--- src/rtl/m_mem_arbiter.sv ---
// m_mem_arbiter
// Two-master round-robin arbiter for the program-memory data port.
// Master 0 is the CPU data bus and master 1 is the bootstrap/debug loader.
// Each tenure carries exactly one strobe/ack transfer. The port is released
// on ack, on master abort (strobe dropped), or on a watchdog timeout. A
// timeout reports err to the stalled master.
//
// Ports
//   dat_clk_i, dat_rst_i        : clock, async active-low reset
//   mX_adr_i/dat_i/we_i/stb_i   : master X request
//   mX_dat_o/ack_o/err_o        : master X response (read data is broadcast)
//   s_adr_o/dat_o/we_o/stb_o    : memory request (combinational pass-through)
//   s_dat_i/ack_i               : memory response
//   owner_o                     : 00 idle, 01 master 0, 10 master 1
//
// state | meaning
// IDLE  | no owner; arbitrate pending strobes
// OWN0  | master 0 owns the memory port for one transfer
// OWN1  | master 1 owns the memory port for one transfer

module m_mem_arbiter #(
    parameter int AW      = 13,
    parameter int DW      = 16,
    parameter int TIMEOUT = 15
) (
    input  logic          dat_clk_i,
    input  logic          dat_rst_i,
    input  logic [AW-1:0] m0_adr_i,
    input  logic [DW-1:0] m0_dat_i,
    input  logic          m0_we_i,
    input  logic          m0_stb_i,
    output logic [DW-1:0] m0_dat_o,
    output logic          m0_ack_o,
    output logic          m0_err_o,
    input  logic [AW-1:0] m1_adr_i,
    input  logic [DW-1:0] m1_dat_i,
    input  logic          m1_we_i,
    input  logic          m1_stb_i,
    output logic [DW-1:0] m1_dat_o,
    output logic          m1_ack_o,
    output logic          m1_err_o,
    output logic [AW-1:0] s_adr_o,
    output logic [DW-1:0] s_dat_o,
    output logic          s_we_o,
    output logic          s_stb_o,
    input  logic [DW-1:0] s_dat_i,
    input  logic          s_ack_i,
    output logic [1:0]    owner_o
);

    // The encoding doubles as the owner_o code, so owner_o comes straight
    // from the state flops and cannot glitch.
    typedef enum logic [1:0] {
        IDLE = 2'b00,
        OWN0 = 2'b01,
        OWN1 = 2'b10
    } state_e;

    localparam logic [7:0] WD_LAST = 8'(TIMEOUT - 1);

    state_e     state_q, state_d;
    logic       last_q, last_d;
    logic [7:0] wd_q, wd_d;

    logic own0, own1;
    logic own_stb, own_we;
    logic wd_hit, timeout;

    assign own0    = (state_q == OWN0);
    assign own1    = (state_q == OWN1);
    assign own_stb = (own0 & m0_stb_i) | (own1 & m1_stb_i);
    assign own_we  = (own0 & m0_we_i)  | (own1 & m1_we_i);
    assign wd_hit  = (wd_q == WD_LAST);
    // A same-cycle ack completes the transfer, so it suppresses the timeout.
    assign timeout = own_stb & ~s_ack_i & wd_hit;

    assign s_adr_o = own1 ? m1_adr_i : m0_adr_i;
    assign s_dat_o = own1 ? m1_dat_i : m0_dat_i;
    assign s_stb_o = own_stb & ~timeout;
    assign s_we_o  = own_we & own_stb & ~timeout;

    assign m0_dat_o = s_dat_i;
    assign m1_dat_o = s_dat_i;
    assign m0_ack_o = own0 & s_ack_i;
    assign m1_ack_o = own1 & s_ack_i;
    assign m0_err_o = own0 & timeout;
    assign m1_err_o = own1 & timeout;

    assign owner_o = state_q;

    always_comb begin
        state_d = state_q;
        last_d  = last_q;
        wd_d    = wd_q;
        unique case (state_q)
            IDLE: begin
                // Both requesting: grant the master that did not win last time.
                if (m0_stb_i && m1_stb_i) begin
                    state_d = last_q ? OWN0 : OWN1;
                    last_d  = ~last_q;
                    wd_d    = 8'd0;
                end else if (m0_stb_i) begin
                    state_d = OWN0;
                    last_d  = 1'b0;
                    wd_d    = 8'd0;
                end else if (m1_stb_i) begin
                    state_d = OWN1;
                    last_d  = 1'b1;
                    wd_d    = 8'd0;
                end
            end
            OWN0, OWN1: begin
                // Ack, abort and timeout all release the port; only the
                // reported outcome differs.
                if (s_ack_i || !own_stb || wd_hit) begin
                    state_d = IDLE;
                end else if (wd_q != 8'hFF) begin
                    wd_d = wd_q + 8'd1;
                end
            end
            default: state_d = IDLE;
        endcase
    end

    always_ff @(posedge dat_clk_i or negedge dat_rst_i) begin
        if (!dat_rst_i) begin
            state_q <= IDLE;
            last_q  <= 1'b1;
            wd_q    <= 8'd0;
        end else begin
            state_q <= state_d;
            last_q  <= last_d;
            wd_q    <= wd_d;
        end
    end

endmodule

--- config.mk ---
export PLATFORM = sky130hd
export DESIGN_NAME = m_mem_arbiter
export DESIGN_NICKNAME = d
export VERILOG_FILES = /design/src/rtl/m_mem_arbiter.sv
export SDC_FILE = /design/constraint.sdc
export NUM_CORES = 1
export LEC_CHECK = 0
export CAP_MARGIN = 0
export CELL_PAD_IN_SITES_DETAIL_PLACEMENT = 1
export CELL_PAD_IN_SITES_GLOBAL_PLACEMENT = 1
export CORE_MARGIN = 3
export CORE_UTILIZATION = 19
export CTS_BUF_LIST = sky130_fd_sc_hd__clkbuf_4 sky130_fd_sc_hd__clkbuf_8
export CTS_CLUSTER_DIAMETER = 150
export CTS_CLUSTER_SIZE = 12
export DETAILED_ROUTE_END_ITERATION = 10
export GPL_ROUTABILITY_DRIVEN = 0
export PLACE_DENSITY = 0.89
export SYNTH_ARGS = -nofsm -noshare
export SYNTH_HDL_FRONTEND = slang
export SYNTH_SLANG_ARGS = --single-unit
--- constraint.sdc ---
create_clock -name dat_clk_i -period 2.7 [get_ports dat_clk_i]
set_input_delay 0.54 -clock dat_clk_i [delete_from_list [all_inputs] [get_ports dat_clk_i]]
set_output_delay 0.54 -clock dat_clk_i [all_outputs]
set_load 0.005 [all_outputs]
Word level (Yosys, flattened, before mapping)
Cells that the tools add are included.
- bits of input ports: 81
- ROM bits: 0
- bits in writable memories: 0
- memories kept: 0
- latch bits: 0
- logic and storage cells: 58
- output and inout bits: 69
- register bits: 11
- multipliers: 0
- $lt $le $gt $ge: 0
- muxes and demuxes: 17
- shift operators: 0
- divide/modulo/power cells: 0
- bitwise gates (word level): 18
- add/subtract/negate cells: 1
- reductions and logical operators: 11
- equal/unequal tests: 8
- operator list (operator ; number):
    $mux 8 ; 5
    $mux 16 ; 1
    $pmux 8 s2 ; 1
    $and 1x1->1 ; 13
    $mux 13 ; 1
    $mux 2 ; 5
    $add 8x1->8 const B ; 1
    $eq 8x4->1 const B ; 1
    $ne 8x8->1 const B ; 1
    $ne 2x2->1 const B ; 3
    $ne 4x4->1 const B ; 1
    $pmux 2 s2 ; 1
    $reduce_and 2->1 ; 2
    $reduce_and 4->1 ; 1
    $mux 1 ; 3
    $not 1->1 ; 3
    $reduce_bool 3->1 ; 1
    $eq 2x1->1 const B ; 1
    $eq 2x2->1 const B ; 1
    $logic_not 2->1 ; 1
    $logic_or 1x1->1 ; 2
    $or 1x1->1 ; 2
    $reduce_bool 2->1 ; 1
    $reduce_or 2->1 ; 1
    other kinds (2) ; 2

Longest topological paths before layout
Gate-level depths: netlist (run 1).
- depth after elaboration: 8
- mapped depth: 7
- depth with buffers taken out: 6

Worst setup path after synthesis (run 1)
OpenSTA, ideal clock, no wires.
- kind: reg-to-output
- from: reg state_q[0] (netlist: owner_o[0])
- to: out s_adr_o[0]
- arrival time: 1515 ps
- slack: 645 ps
- stages on the path, launching flop included: 6
- buffers on the path: 2
- cell sequence: dfrtp_1 -> inv_1 -> ha_1 -> buf_2 -> buf_1 -> mux2_2
- word-level cells in the longest chain between the ends: 2
- RTL lines (what ; line ; RTL):
    from (decl) ; 61 ; state_e state_q, state_d;
    from (signal assigned) ; 131 ; state_q <= state_d;
    $eq 2x2->1 ; 70 ; assign own1 = (state_q == OWN1);
    $mux 13 ; 77 ; assign s_adr_o = own1 ? m1_adr_i : m0_adr_i;
    to (decl) ; 42 ; output logic [AW-1:0] s_adr_o,
Every way passes these cells.

Worst setup path in the final report (run 1)
- from: in m1_stb_i
- to: out m0_err_o
- word-level cells in the longest chain between the ends: 5
- RTL lines (what ; line ; RTL):
    from (decl) ; 38 ; input logic m1_stb_i,
    $and 1x1->1 ; 71 ; assign own_stb = (own0 & m0_stb_i) | (own1 & m1_stb_i);
    $or 1x1->1 ; 71 ;
    $and 1x1->1 (2 in series) ; 75 ; assign timeout = own_stb & ~s_ack_i & wd_hit;
    $and 1x1->1 ; 86 ; assign m0_err_o = own0 & timeout;
    to (decl) ; 34 ; output logic m0_err_o,
Every way passes these cells.

==> results.toml, run 1 <==
[run_status]
status = "complete, no violations"

[drt]
drc_errors = 0
drt_iter0_drc = 66
drt_wl_total_um = 5540
wire_per_inst_um = 16.7
dr_total_vias = 1469
routed_via_density = 4.44
postRouteAntennaNets = 0
dr.pass1.iters = 4

[worst_hold_path]
holdCritStartpoint = "last_q"
holdPathEnd = "last_q"
worstHoldPathType = "reg2reg"
min_path_cells = 2

[timing]
tightestPinTransition_ns = 0.611
finalSetupViolCount = 0
slew_viol_final = 0
fmaxAchievable_mhz = 380
fin_skew_ns = 0.00103
fin_crit_sh_pct = 97.5
hold_slack_ns = 0.543
setup_slack_ns = 0.0678
finalHoldViolCount = 0
min_period_ns = 2.63
max_slew_margin_pct = 59.1

[clock_tree]
htreeDepth = 1
clock-sinks = 11
post-cts-setup-buffer-count = 0
numCtsBuffers = 3
cts-root-buf = "clkbuf_8"
cts_tree = "built"
cts_hold_buf = 0
cts_buffer_depth = 2
clkLatencyLatePin_ns = 0.24
clkSlewWorstSetupHoldPaths_ns = 0.05

[yosys]
netlist-cell-type-count = 42
ys_seq_area_share_pct = 19.2
yosysWarnings = 0
syn_nets = 242
syn_area_per_cell_um2 = 9.22
syn_inst = 156
synth-seq-cells = 11
syn_area_mm2 = 0.00144

[setup_path]
timing.rr.start = "owner_o[0]"
rrSetupSlack_ns = 0.19
crit_fanout = 4
rr_endpoint = "owner_o[0]"
worstSetupPathType = "in2out"
reg2reg_depth = 6
end_kind = "primary output"
start_kind = "input port"
cp_data_required_time_ns = 2.16
worst_ep_arrival_time_ns = 2.09

[placed_design]
detailedPlace.worstSlack_ns = -0.114
hpwl_um = 4480
placed_cells_incl_taps = 326
io_buffers = 101

[cells_and_area]
antenna_cells = 0
area_delta_synth_final_pct = 74.0
fillerInstances = 863
stdcell_count = 331
layout-drive-gt1-share_pct = 25.0
fin_nets = 319

[power]
ir_drop_v = 0.000194
leakagePower_nw = 0.992
p_per_area_mw_per_mm2 = 659

[die]
core_mm2 = 0.00729
die_area_mm2 = 0.00865
start_util_pct = 19.7
die_h_um = 93.0
ios = 150
die_width_um = 93.0
rows = 31

[grt]
grt_start_max_net_pins = 33
grt_pass1_wl_um = 8280
overflow = 0
grt_pass1_vias = 1543
grt_usage_pct = 12.1
antenna_found_initial = 0

[job]
cap_violations = 0
[where the power goes]
part | switching, mW | internal, mW
registers | 0.0301 | 0.199
clock network | 0.0680 | 0.114
logic | 0.548 | 0.691
[flip-flops by register name, summed over array words and instances (netlist names)]
| signal | cells |
|---|---|
| wd_q | 8 |
| owner_o | 2 |
| last_q | 1 |
[metal layers]
layer / up-vias / part of all wire, % / track usage, %
met5: - / 0 / 0
met4: 0 / 1.7 / 4.03
met3: 10 / 6.0 / 2.33
met2: 49 / 52 / 21.0
met1: 711 / 40 / 14.9
li1: 699 / - / -
[layout by cell type (no fill, tap or decap), types with 2 or more instances in the layout]
| cell | count |
|---|---|
| a211oi_1 | 3 |
| a22o_1 | 2 |
| a21oi_1 | 4 |
| nand2_1 | 4 |
| inv_2 | 2 |
| a211o_1 | 2 |
| nor2_1 | 4 |
| o41ai_1 | 2 |
| and3_1 | 4 |
| nand4_1 | 2 |
| and3_4 | 2 |
| a21o_1 | 3 |
| o21ai_0 | 3 |
| mux2_2 | 29 |
| ha_4 | 2 |
| ha_1 | 3 |
| and2_1 | 4 |
| buf_4 | 7 |
| inv_1 | 3 |
| nor4_1 | 3 |
| a31oi_1 | 5 |
| nand2b_1 | 2 |
| clkbuf_8 | 3 |
| clkdlybuf4s50_1 | 99 |
| dfrtp_1 | 10 |
[worst max-delay path, cell delays in order]
cell and delay, ns:
clkdlybuf4s50_1 0.52, a22oi_4 0.09, nor2_2 0.11, and3_4 0.21, and2_1 0.13, clkdlybuf4s50_1 0.50
[area by class of cell]
| cell class | count | area [um^2] | share of cell area, % |
|---|---|---|---|
| inverters | 5 | 18.8 | 0.750 |
| multi-input cells | 102 | 926 | 37.0 |
| flip-flops and latches | 11 | 277 | 11.0 |
| clock buffers | 4 | 48.8 | 1.95 |
| well taps | 99 | 124 | 4.95 |
| repair buffers | 110 | 1110 | 44.3 |
[repair_timing]
action,CTS,global route
endpoints found under the setup margin,4,26
gates cloned,0,1
gates resized for setup,6,6
pin swaps,1,0
[how the worst max path moves through the flow]
stage / from / cells past startpoint / end
after floorplan: owner_o[0] / 5 / s_adr_o[0]
after global placement: m0_stb_i / 6 / s_we_o
after detailed placement: m0_stb_i / 6 / s_we_o
after CTS: wd_q[0] / 6 / m0_err_o
after global routing: wd_q[0] / 6 / m1_err_o
final: m1_stb_i / 6 / m0_err_o
[synthesized netlist by cell type, drive strengths merged]
master | count | area [um^2]
buf | 36 | 256
mux2 | 29 | 327
dfrtp | 10 | 250
and3 | 6 | 42.5
a31oi | 5 | 31.3
ha | 5 | 62.6
inv | 5 | 18.8
nor2 | 5 | 18.8
a21oi | 4 | 20.0
and2 | 4 | 25.0
nand2 | 4 | 15.0
a211o | 3 | 27.5
a211oi | 3 | 22.5
a21o | 3 | 22.5
nor4 | 3 | 18.8
o21ai | 3 | 15.0
a22o | 2 | 17.5
a22oi | 2 | 28.8
clkbuf | 2 | 7.51
nand2b | 2 | 12.5
nand4 | 2 | 12.5
nor3 | 2 | 10.0
o41ai | 2 | 17.5
a2111oi | 1 | 15.0
a221o | 1 | 10.0
a31o | 1 | 8.76
and3b | 1 | 8.76
and4 | 1 | 8.76
and4b | 1 | 10.0
dfstp | 1 | 26.3
nor3b | 1 | 12.5
nor4b | 1 | 15.0
o22ai | 1 | 6.26
o2bb2ai | 1 | 8.76
o311ai | 1 | 8.76
or2 | 1 | 6.26
or4b | 1 | 13.8
[cells by family after synthesis]
kind of cell | after synthesis | share of synthesized area (%)
adder cells (fa/ha/maj) | 5 | 4.35
flip-flops | 11 | 19.2
multiplexers | 29 | 22.7
AO/OA/AOI/OAI | 33 | 18.1
AND/OR/NAND/NOR | 35 | 16.0
buffers and inverters | 43 | 19.7
[stage by stage]
stage / power (mW) / TNS, ns / util, % / area, um^2
5_1_grt: 1.77 / -0.000329 / 34.3 / 2500
3_5_place_dp: 1.40 / -0.179 / 32.7 / 2380
2_1_floorplan: 0.845 / 0 / - / 1440
4_1_cts: 1.60 / 0 / 33.6 / 2450
3_3_place_gp: 1.36 / -0.0115 / 32.7 / 2380
6_report: 1.65 / 0 / 34.3 / 2500
(Power assumes the default switching activity.)
==> inputs of run 2 (changes only) <==
--- a/config.mk
+++ b/config.mk
@@ -5,6 +5,7 @@
 export SDC_FILE = /design/constraint.sdc
 export NUM_CORES = 1
 export LEC_CHECK = 0
+export ABC_CLOCK_PERIOD_IN_PS = 2700
 export CAP_MARGIN = 0
 export CELL_PAD_IN_SITES_DETAIL_PLACEMENT = 1
 export CELL_PAD_IN_SITES_GLOBAL_PLACEMENT = 1
==> results of run 2 <==
No change in the layout: final DEF, timing and power equal those of run 1.
